[config.mk]
export PLATFORM = sky130hd
export DESIGN_NAME = secded_shift_reg
export DESIGN_NICKNAME = d
export VERILOG_FILES = /design/src/rtl/secded_shift_reg.sv
export SDC_FILE = /design/constraint.sdc
export NUM_CORES = 1
export LEC_CHECK = 0
export CAP_MARGIN = 20
export CORE_ASPECT_RATIO = 0.6
export CORE_MARGIN = 4
export CORE_UTILIZATION = 65
export DETAILED_ROUTE_END_ITERATION = 8
export DONT_BUFFER_PORTS = 1
export PLACE_DENSITY = 0.85
export SLEW_MARGIN = 10
export SYNTH_ARGS = -nofsm -noshare
export SYNTH_HDL_FRONTEND = slang
export SYNTH_SLANG_ARGS = --single-unit
[constraint.sdc]
create_clock -name clk -period 3.5 [get_ports clk]
set_input_delay 0.7 -clock clk [delete_from_list [all_inputs] [get_ports clk]]
set_output_delay 0.7 -clock clk [all_outputs]
set_load 0.02 [all_outputs]
[src/rtl/secded_shift_reg.sv]
// secded_shift_reg: universal shift register whose storage is protected per
// 4-bit block by an extended Hamming (8,4) SECDED code, with an on-demand
// background scrubber that repairs correctable blocks in place.
// Optional feature macro: SECDED_ERR_CNT_EN (saturating corrected-error counter).
module secded_shift_reg #(
    parameter int WIDTH = 16,
    parameter int CNT_W = 8
) (
    input  logic             clk,
    input  logic             rst,
    input  logic             enable,
    input  logic [1:0]       mode,
    input  logic             load,
    input  logic             serial_in,
    input  logic [WIDTH-1:0] parallel_in,
    input  logic             scrub_req,
    input  logic             ue_clr,
    output logic             serial_out,
    output logic [WIDTH-1:0] parallel_out,
    output logic             busy,
    output logic             ce_pulse,
    output logic             ue_flag,
    output logic [CNT_W-1:0] ce_count
);

    localparam int NB = WIDTH / 4;
    localparam int IW = (NB > 1) ? $clog2(NB) : 1;

    typedef enum logic [1:0] {
        S_IDLE  = 2'd0,
        S_SCAN  = 2'd1,
        S_WRITE = 2'd2
    } state_t;

    // Check nibble layout per block: {p3, p2, p1, p0}
    function automatic logic [3:0] f_chk(input logic [3:0] d);
        logic p1, p2, p3, p0;
        p1 = d[0] ^ d[2] ^ d[3];
        p2 = d[0] ^ d[1] ^ d[3];
        p3 = d[0] ^ d[1] ^ d[2];
        p0 = (^d) ^ p1 ^ p2 ^ p3;
        return {p3, p2, p1, p0};
    endfunction

    logic [WIDTH-1:0] r_data;
    logic [WIDTH-1:0] r_chk;
    state_t           r_state;
    state_t           w_state_nxt;
    logic [IW-1:0]    r_idx;
    logic [IW-1:0]    w_idx_nxt;
    logic             r_ue_flag;

    logic [WIDTH-1:0] w_view;
    logic [WIDTH-1:0] w_vchk;
    logic [NB-1:0]    w_ce;
    logic [NB-1:0]    w_ue;
    logic [WIDTH-1:0] w_next;
    logic [WIDTH-1:0] w_next_chk;
    logic             w_idx_last;
    logic             w_wr_en;
    logic             w_ue_set;

    // Decode every block: syndrome, overall parity, class and corrected bits
    always_comb begin
        w_view = '0;
        w_vchk = '0;
        w_ce   = '0;
        w_ue   = '0;
        for (int unsigned b = 0; b < NB; b++) begin
            logic [3:0] d;
            logic [3:0] c;
            logic [2:0] s;
            logic       o;
            d = r_data[4*b +: 4];
            c = r_chk[4*b +: 4];
            s = {c[3] ^ d[2] ^ d[1] ^ d[0],
                 c[2] ^ d[3] ^ d[1] ^ d[0],
                 c[1] ^ d[3] ^ d[2] ^ d[0]};
            o = ^{c, d};
            w_ce[b] = o;
            w_ue[b] = ~o & (s != 3'b000);
            if (o) begin
                case (s)
                    3'b101:  d[2] = ~d[2];
                    3'b111:  d[0] = ~d[0];
                    3'b011:  d[3] = ~d[3];
                    3'b110:  d[1] = ~d[1];
                    3'b001:  c[1] = ~c[1];
                    3'b010:  c[2] = ~c[2];
                    3'b100:  c[3] = ~c[3];
                    default: c[0] = ~c[0];
                endcase
            end
            w_view[4*b +: 4] = d;
            w_vchk[4*b +: 4] = c;
        end
    end

    // Next stored word for an enabled cycle, with freshly encoded check bits
    always_comb begin
        case (mode)
            2'b00:   w_next = {serial_in, w_view[WIDTH-1:1]};
            2'b01:   w_next = {w_view[WIDTH-2:0], serial_in};
            2'b10:   w_next = load ? parallel_in : {1'b0, w_view[WIDTH-1:1]};
            default: w_next = load ? parallel_in : w_view;
        endcase
        w_next_chk = '0;
        for (int unsigned b = 0; b < NB; b++) begin
            w_next_chk[4*b +: 4] = f_chk(w_next[4*b +: 4]);
        end
    end

    assign w_idx_last = (r_idx == IW'(NB - 1));

    // Scrub FSM state and block index register
    always_ff @(posedge clk or negedge rst) begin
        if (!rst) begin
            r_state <= S_IDLE;
            r_idx   <= '0;
        end else begin
            r_state <= w_state_nxt;
            r_idx   <= w_idx_nxt;
        end
    end

    // Scrub FSM next state: any enabled cycle aborts a pass back to IDLE
    always_comb begin
        w_state_nxt = r_state;
        w_idx_nxt   = r_idx;
        if (enable) begin
            w_state_nxt = S_IDLE;
            w_idx_nxt   = '0;
        end else begin
            case (r_state)
                S_IDLE: begin
                    if (scrub_req) begin
                        w_state_nxt = S_SCAN;
                        w_idx_nxt   = '0;
                    end
                end
                S_SCAN, S_WRITE: begin
                    if (r_state == S_SCAN && w_ce[r_idx]) begin
                        w_state_nxt = S_WRITE;
                    end else if (w_idx_last) begin
                        w_state_nxt = S_IDLE;
                        w_idx_nxt   = '0;
                    end else begin
                        w_state_nxt = S_SCAN;
                        w_idx_nxt   = r_idx + IW'(1);
                    end
                end
                default: begin
                    w_state_nxt = S_IDLE;
                    w_idx_nxt   = '0;
                end
            endcase
        end
    end

    // Scrub FSM outputs: busy, write strobe, error event strobes
    always_comb begin
        busy     = (r_state != S_IDLE);
        w_wr_en  = (r_state == S_WRITE) && !enable;
        ce_pulse = enable ? (|w_ce) : (r_state == S_WRITE);
        w_ue_set = enable ? (|w_ue) : ((r_state == S_SCAN) && w_ue[r_idx]);
    end

    // Storage: enabled shift/load wins over a pending scrub write
    always_ff @(posedge clk or negedge rst) begin
        if (!rst) begin
            r_data <= '0;
            r_chk  <= '0;
        end else if (enable) begin
            r_data <= w_next;
            r_chk  <= w_next_chk;
        end else if (w_wr_en) begin
            r_data[{r_idx, 2'b00} +: 4] <= w_view[{r_idx, 2'b00} +: 4];
            r_chk[{r_idx, 2'b00} +: 4]  <= w_vchk[{r_idx, 2'b00} +: 4];
        end
    end

    // Sticky uncorrectable flag; a new set beats a simultaneous clear
    always_ff @(posedge clk or negedge rst) begin
        if (!rst) begin
            r_ue_flag <= 1'b0;
        end else if (w_ue_set) begin
            r_ue_flag <= 1'b1;
        end else if (ue_clr) begin
            r_ue_flag <= 1'b0;
        end
    end

    assign ue_flag      = r_ue_flag;
    assign parallel_out = w_view;
    assign serial_out   = mode[0] ? w_view[WIDTH-1] : w_view[0];

`ifdef SECDED_ERR_CNT_EN
    logic [CNT_W-1:0] r_ce_count;

    // Saturating count of corrected-error events
    always_ff @(posedge clk or negedge rst) begin
        if (!rst) begin
            r_ce_count <= '0;
        end else if (ce_pulse && (r_ce_count != '1)) begin
            r_ce_count <= r_ce_count + CNT_W'(1);
        end
    end

    assign ce_count = r_ce_count;
`else
    assign ce_count = '0;
`endif

endmodule

* Yosys cells after proc, flatten, opt, wreduce, memory -nomap -nowiden
Cells that the tools add are included.
** Operators by class
- Add/sub/neg operators :: 2
- Multipliers :: 0
- Div/mod/pow operators :: 0
- $lt $le $gt $ge :: 1
- Equality and inequality tests :: 35
- Shift-type cells :: 5
- Multiplexer cells :: 68
- Bitwise gates (word level) :: 108
- Reduce and logical (&&, ||, !) cells :: 29
** Operator list (number)
- 16-bit two-way mux :: 6
- 1-bit bitwise XOR :: 68
- 3-bit == test, second input constant :: 16
- 16-bit one-hot mux with 3 select lines :: 1
- 1-bit two-way mux :: 40
- 1-bit NOT :: 36
- 16-bit bitwise mux :: 2
- 4-bit two-way mux :: 8
- 8-bit parity :: 4
- 16-bit by 5-bit variable part select with 4-bit output :: 2
- 4-bit by 6-bit variable part select with 16-bit output :: 2
- 7-bit OR reduction :: 4
- 3-bit by 2-bit == test with 1-bit output, second input constant :: 8
- 4-bit parity :: 4
- 4-bit by 6-bit variable shift with 16-bit output, first input constant :: 1
- 2-bit two-way mux :: 7
- 3-bit by 1-bit == test with 1-bit output, second input constant :: 4
- 3-bit nonzero test :: 4
- 2-bit one-hot mux with 2 select lines :: 2
- 4-bit OR reduction :: 2
- 2-bit == test, second input constant :: 3
- 3-bit != test, second input constant :: 2
- 4-bit negation with 6-bit output :: 1
- 2-bit nonzero test :: 3
- other kinds (10) :: 18
** Word-level totals
- Register bits after elaboration :: 37
- Bits in latches :: 0
- Memory bits (writable) :: 0
- ROM bits :: 0
- Memories kept :: 0

* Logic depth before layout (Yosys ltp)
- Depth after elaboration :: 14
- Gate-level depth with buffers :: 12
- Depth with buffers taken out :: 11

* Worst setup path before layout
OpenSTA, ideal clock, no wires.
- Path type :: reg2reg
- Start :: reg r_data[1]
- End :: reg r_chk[1]
- Arrival time :: 2.907 ns
- Slack :: 0.467 ns
- Cell stages (with the launch flop) :: 12
- Period minus slack after synthesis :: 3.033 ns
- Cells stage by stage :: dfrtp_1 buf_4 xor2_1 xnor2_2 nand4_1 xnor2_1 nor2_1 o21ai_1 o221ai_1 xnor2_1 xor2_1 a221o_1
** On the way
- Elaborated cells between the ends (all ways) :: 34
** RTL lines
- start, declared :: line 45 : logic [WIDTH-1:0] r_data;
- start signal, assigned :: line 174 : r_data <= w_next;
- start signal, assigned by index :: line 177 : r_data[{r_idx, 2'b00} +: 4] <= w_view[{r_idx, 2'b00} +: 4];
- 1-bit bitwise XOR (on tied branches) (2 in series) :: line 77, 76
- 3-bit == test :: line 83 : case (s)
- 1-bit two-way mux :: line 83
- 4-bit two-way mux (*) :: line 82 : if (o) begin
- named net parallel_out[1] :: line 19 : output logic [WIDTH-1:0] parallel_out,
- 16-bit two-way mux :: line 104 : 2'b10: w_next = load ? parallel_in : {1'b0, w_view[WIDTH-1:1]};
- 16-bit one-hot mux with 3 select lines (*) :: line 101 : case (mode)
- 1-bit bitwise XOR (*) (2 in series) :: line 38 : p1 = d[0] ^ d[2] ^ d[3];
- 16-bit two-way mux (*) :: line 173 : end else if (enable) begin
- end signal, assigned :: line 175 : r_chk <= w_next_chk;
- end signal, assigned by index :: line 178 : r_chk[{r_idx, 2'b00} +: 4] <= w_vchk[{r_idx, 2'b00} +: 4];
- end, declared :: line 46 : logic [WIDTH-1:0] r_chk;
The timed path passes the listed nets; every way through them passes the cells marked *. The select of a mux whose other input is x is not followed.
A chain may end at the register's enable or synchronous reset.

* Worst setup path after layout
- Start :: reg r_data[6]
- End :: out ce_pulse
** On the way
- Word-level cells in the longest chain between the ends :: 3
** RTL lines
- 8-bit parity :: line 79 : o = ^{c, d};
- 4-bit OR reduction :: line 164 : ce_pulse = enable ? (|w_ce) : (r_state == S_WRITE);
- 1-bit two-way mux :: line 164
- end, declared :: line 21 : output logic ce_pulse,
No other way between the ends.

==> metrics <==
status finished clean; Layout Skew slightly above 0.005 ns; drc violations 0; Worst R2R Setup Slack around 0.11 ns; FFs w/ async S/R, synth 1.000; filler instances roughly 560; worst-path maximum fanout 9; post-detail-place hpwl around 13000 microns; slowest library cell on the worst path dfrtp_1; Final Hold Fails 0; reg-to-reg critical path startpoint r_data[6]; share of layout cells above drive strength 1 0.1866; HP Class in -> async; synth cell count leaders nor2_1, xnor2_1, nand2_1; worst hold slack a little over 0.1 ns; number of max-cap violations 0; setup violators final 0; Place WS ~0.16 ns; port bufs 0; share of the synthesized area in the top cell type 0.1817; Die ar. between 9000 and 10000 sq um; core area 7447 sq um; Num CTS Buffers 5; detailed-route vias per instance between 7 and 8; Area Growth Syn to Fin 7.857%; TritonCTS clock tree yes; setup TNS 0 ns; Worst R2R Path Depth 10; delay-heaviest family, CP simple AND/OR/NAND/NOR gates; Ys Warns 0; WP buf/inv 0; initial antenna violation count 0; pin count of the biggest net entering global routing 38; top post-synthesis cells by area dfrtp_1, xnor2_1, nor2_1, xnor2_2, xor2_1; Worst-Margin Slew approximately 0.86 ns; Setup Fix Bufs, Post-CTS 0; Mean Syn Cell Area around 8.4 sq um; Die Height ~77 microns; htree depth 2; CTS sink cnt 37; io pins 53; part of the Yosys area used for sequential elements 0.1817; Starting Density 0.6843; Core Util, Final 0.7381; Fmax 292.8 MHz; crit path DAT between 2 and 3 ns; critical path class reg -> out; post-route ant nets 0; Vias between 5000 and 6000; vias in the first global route about 4900; gp weighted congestion slightly above 1; most instantiated library cell after synthesis nor2_1; Tot GR Track Use 0.3601; Setup crit end kind primary output; first-pass GRT wire length 26390 microns; CP Launch Type flop; post-route minimum period 3.415 ns; RSZ-0062 raised after global routing no; FF-to-FF End r_chk[7]; clock latency on the worst-skew pair 0.29 ns; number of diodes 0; Root Buffer clkbuf_16; final WL around 17000 microns; synthesized flop and latch total 37; EDFF count, synth 0; post-synth top area cell dfrtp_1; Post-Syn Instances 608; clk buf depth 2; CP required about 2.8 ns; Routed wire per std cell between 20 and 25 microns; gr ovfl total 0; worst setup margin 0.08510 ns; die width around 120 microns; Clk pin slew, worst setup/hold paths approximately 0.060 ns; mapped cell area between 5000 and 6000 sq um; FF+latch area roughly 900 sq um; drt initial violations 1029; Slew HR 0.4205; Cell Chain, Critical Path xnor2_2 > xnor2_4 > or2_2 > nand2_1 > or4_1 > o22a_1; Row Count 24; Synth cell types 86; detailed-router iteration count before antenna repair 7; Final #Nets 643; Pins Over Slew Limit 0; fin crit share 0.9757; Top FF cell, synth dfrtp_1; Crit path largest cell delay approximately 0.69 ns; footprint of the multi-input gates slightly below 4000 sq um
-- flip-flops by register name, summed over array words and instances (netlist names) --
register  flops
r_idx         2
r_data       16
ue_flag       1
r_chk        16
r_state       2
-- logic make-up after synthesis --
| family | count (synthesis) | synth area share |
|---|---|---|
| other | 1 | 0.0007359 |
| AOI/OAI and AO/OA | 178 | 0.2679 |
| xor gates and xnor gates | 103 | 0.2261 |
| DFF | 37 | 0.1817 |
| adders and majority gates | 8 | 0.01964 |
| and+or+nand+nor | 194 | 0.1871 |
| buffers and inverters | 74 | 0.07635 |
| muxes | 13 | 0.04051 |
-- worst max path at each step --
stage | end | cells past startpoint | slack [ns] | from
3_3_place_gp | r_chk[5] | 10 | 0.29 | r_data[6]
6_report | ce_pulse | 6 | 0.09 | r_data[6]
5_1_grt | r_chk[14] | 10 | 0.01 | r_chk[13]
2_1_floorplan | r_chk[1] | 11 | 0.47 | r_data[1]
3_5_place_dp | r_chk[5] | 10 | 0.16 | r_data[6]
4_1_cts | ce_pulse | 6 | 0.06 | r_data[6]
-- per-stage QoR --
| stage | area, sq um | cells |
|---|---|---|
| after floorplan | 5122 | 615 |
| after global placement | 5239 | 707 |
| after detailed placement | 5239 | 707 |
| after CTS | 5429 | 715 |
| after global routing | 5497 | 715 |
| final | 5497 | 715 |
-- metal layers --
metal / vias to the layer above / wire [microns] / track usage / share of wire
met4: 2 / 560 / 0.09274 / 0.033
met2: 505 / 6697 / 0.4762 / 0.39
met5: - / 52 / 0.04545 / 0.0030
met1: 2386 / 6806 / 0.5208 / 0.40
met3: 95 / 3033 / 0.1632 / 0.18
li1: 2184 / - / - / -
-- layout by cell type, fill, tap and decap left out, types with 8 or more instances in the layout --
cell / n
xnor2_2: 18
inv_1: 22
o21ai_0: 30
xor2_1: 25
buf_4: 38
a221o_1: 10
conb_1: 8
nor2_1: 75
nand3_1: 8
ha_1: 8
a22oi_1: 10
nand2b_1: 8
xnor2_1: 48
nand2_1: 46
nor3_1: 17
o221ai_1: 11
dfrtp_1: 37
a21oi_1: 39
-- timing repair --
action / 4_1_cts / 5_1_grt
gates resized for setup: 0 / 8
hold buffers: 0 / 0
endpoints found under the setup margin: 0 / 11
-- cell type report --
type                       count  share of cell area
timing repair buffer          38             0.05190
sequential                    37              0.1684
tap                          104             0.02367
inverter                      24             0.01639
clock inverter                 3             0.01184
multi-input combinational    504              0.7050
clock buffer                   5             0.02276
Power is not shown: default switching activity piles up to over one toggle a cycle in this logic, so the estimate is an artifact.
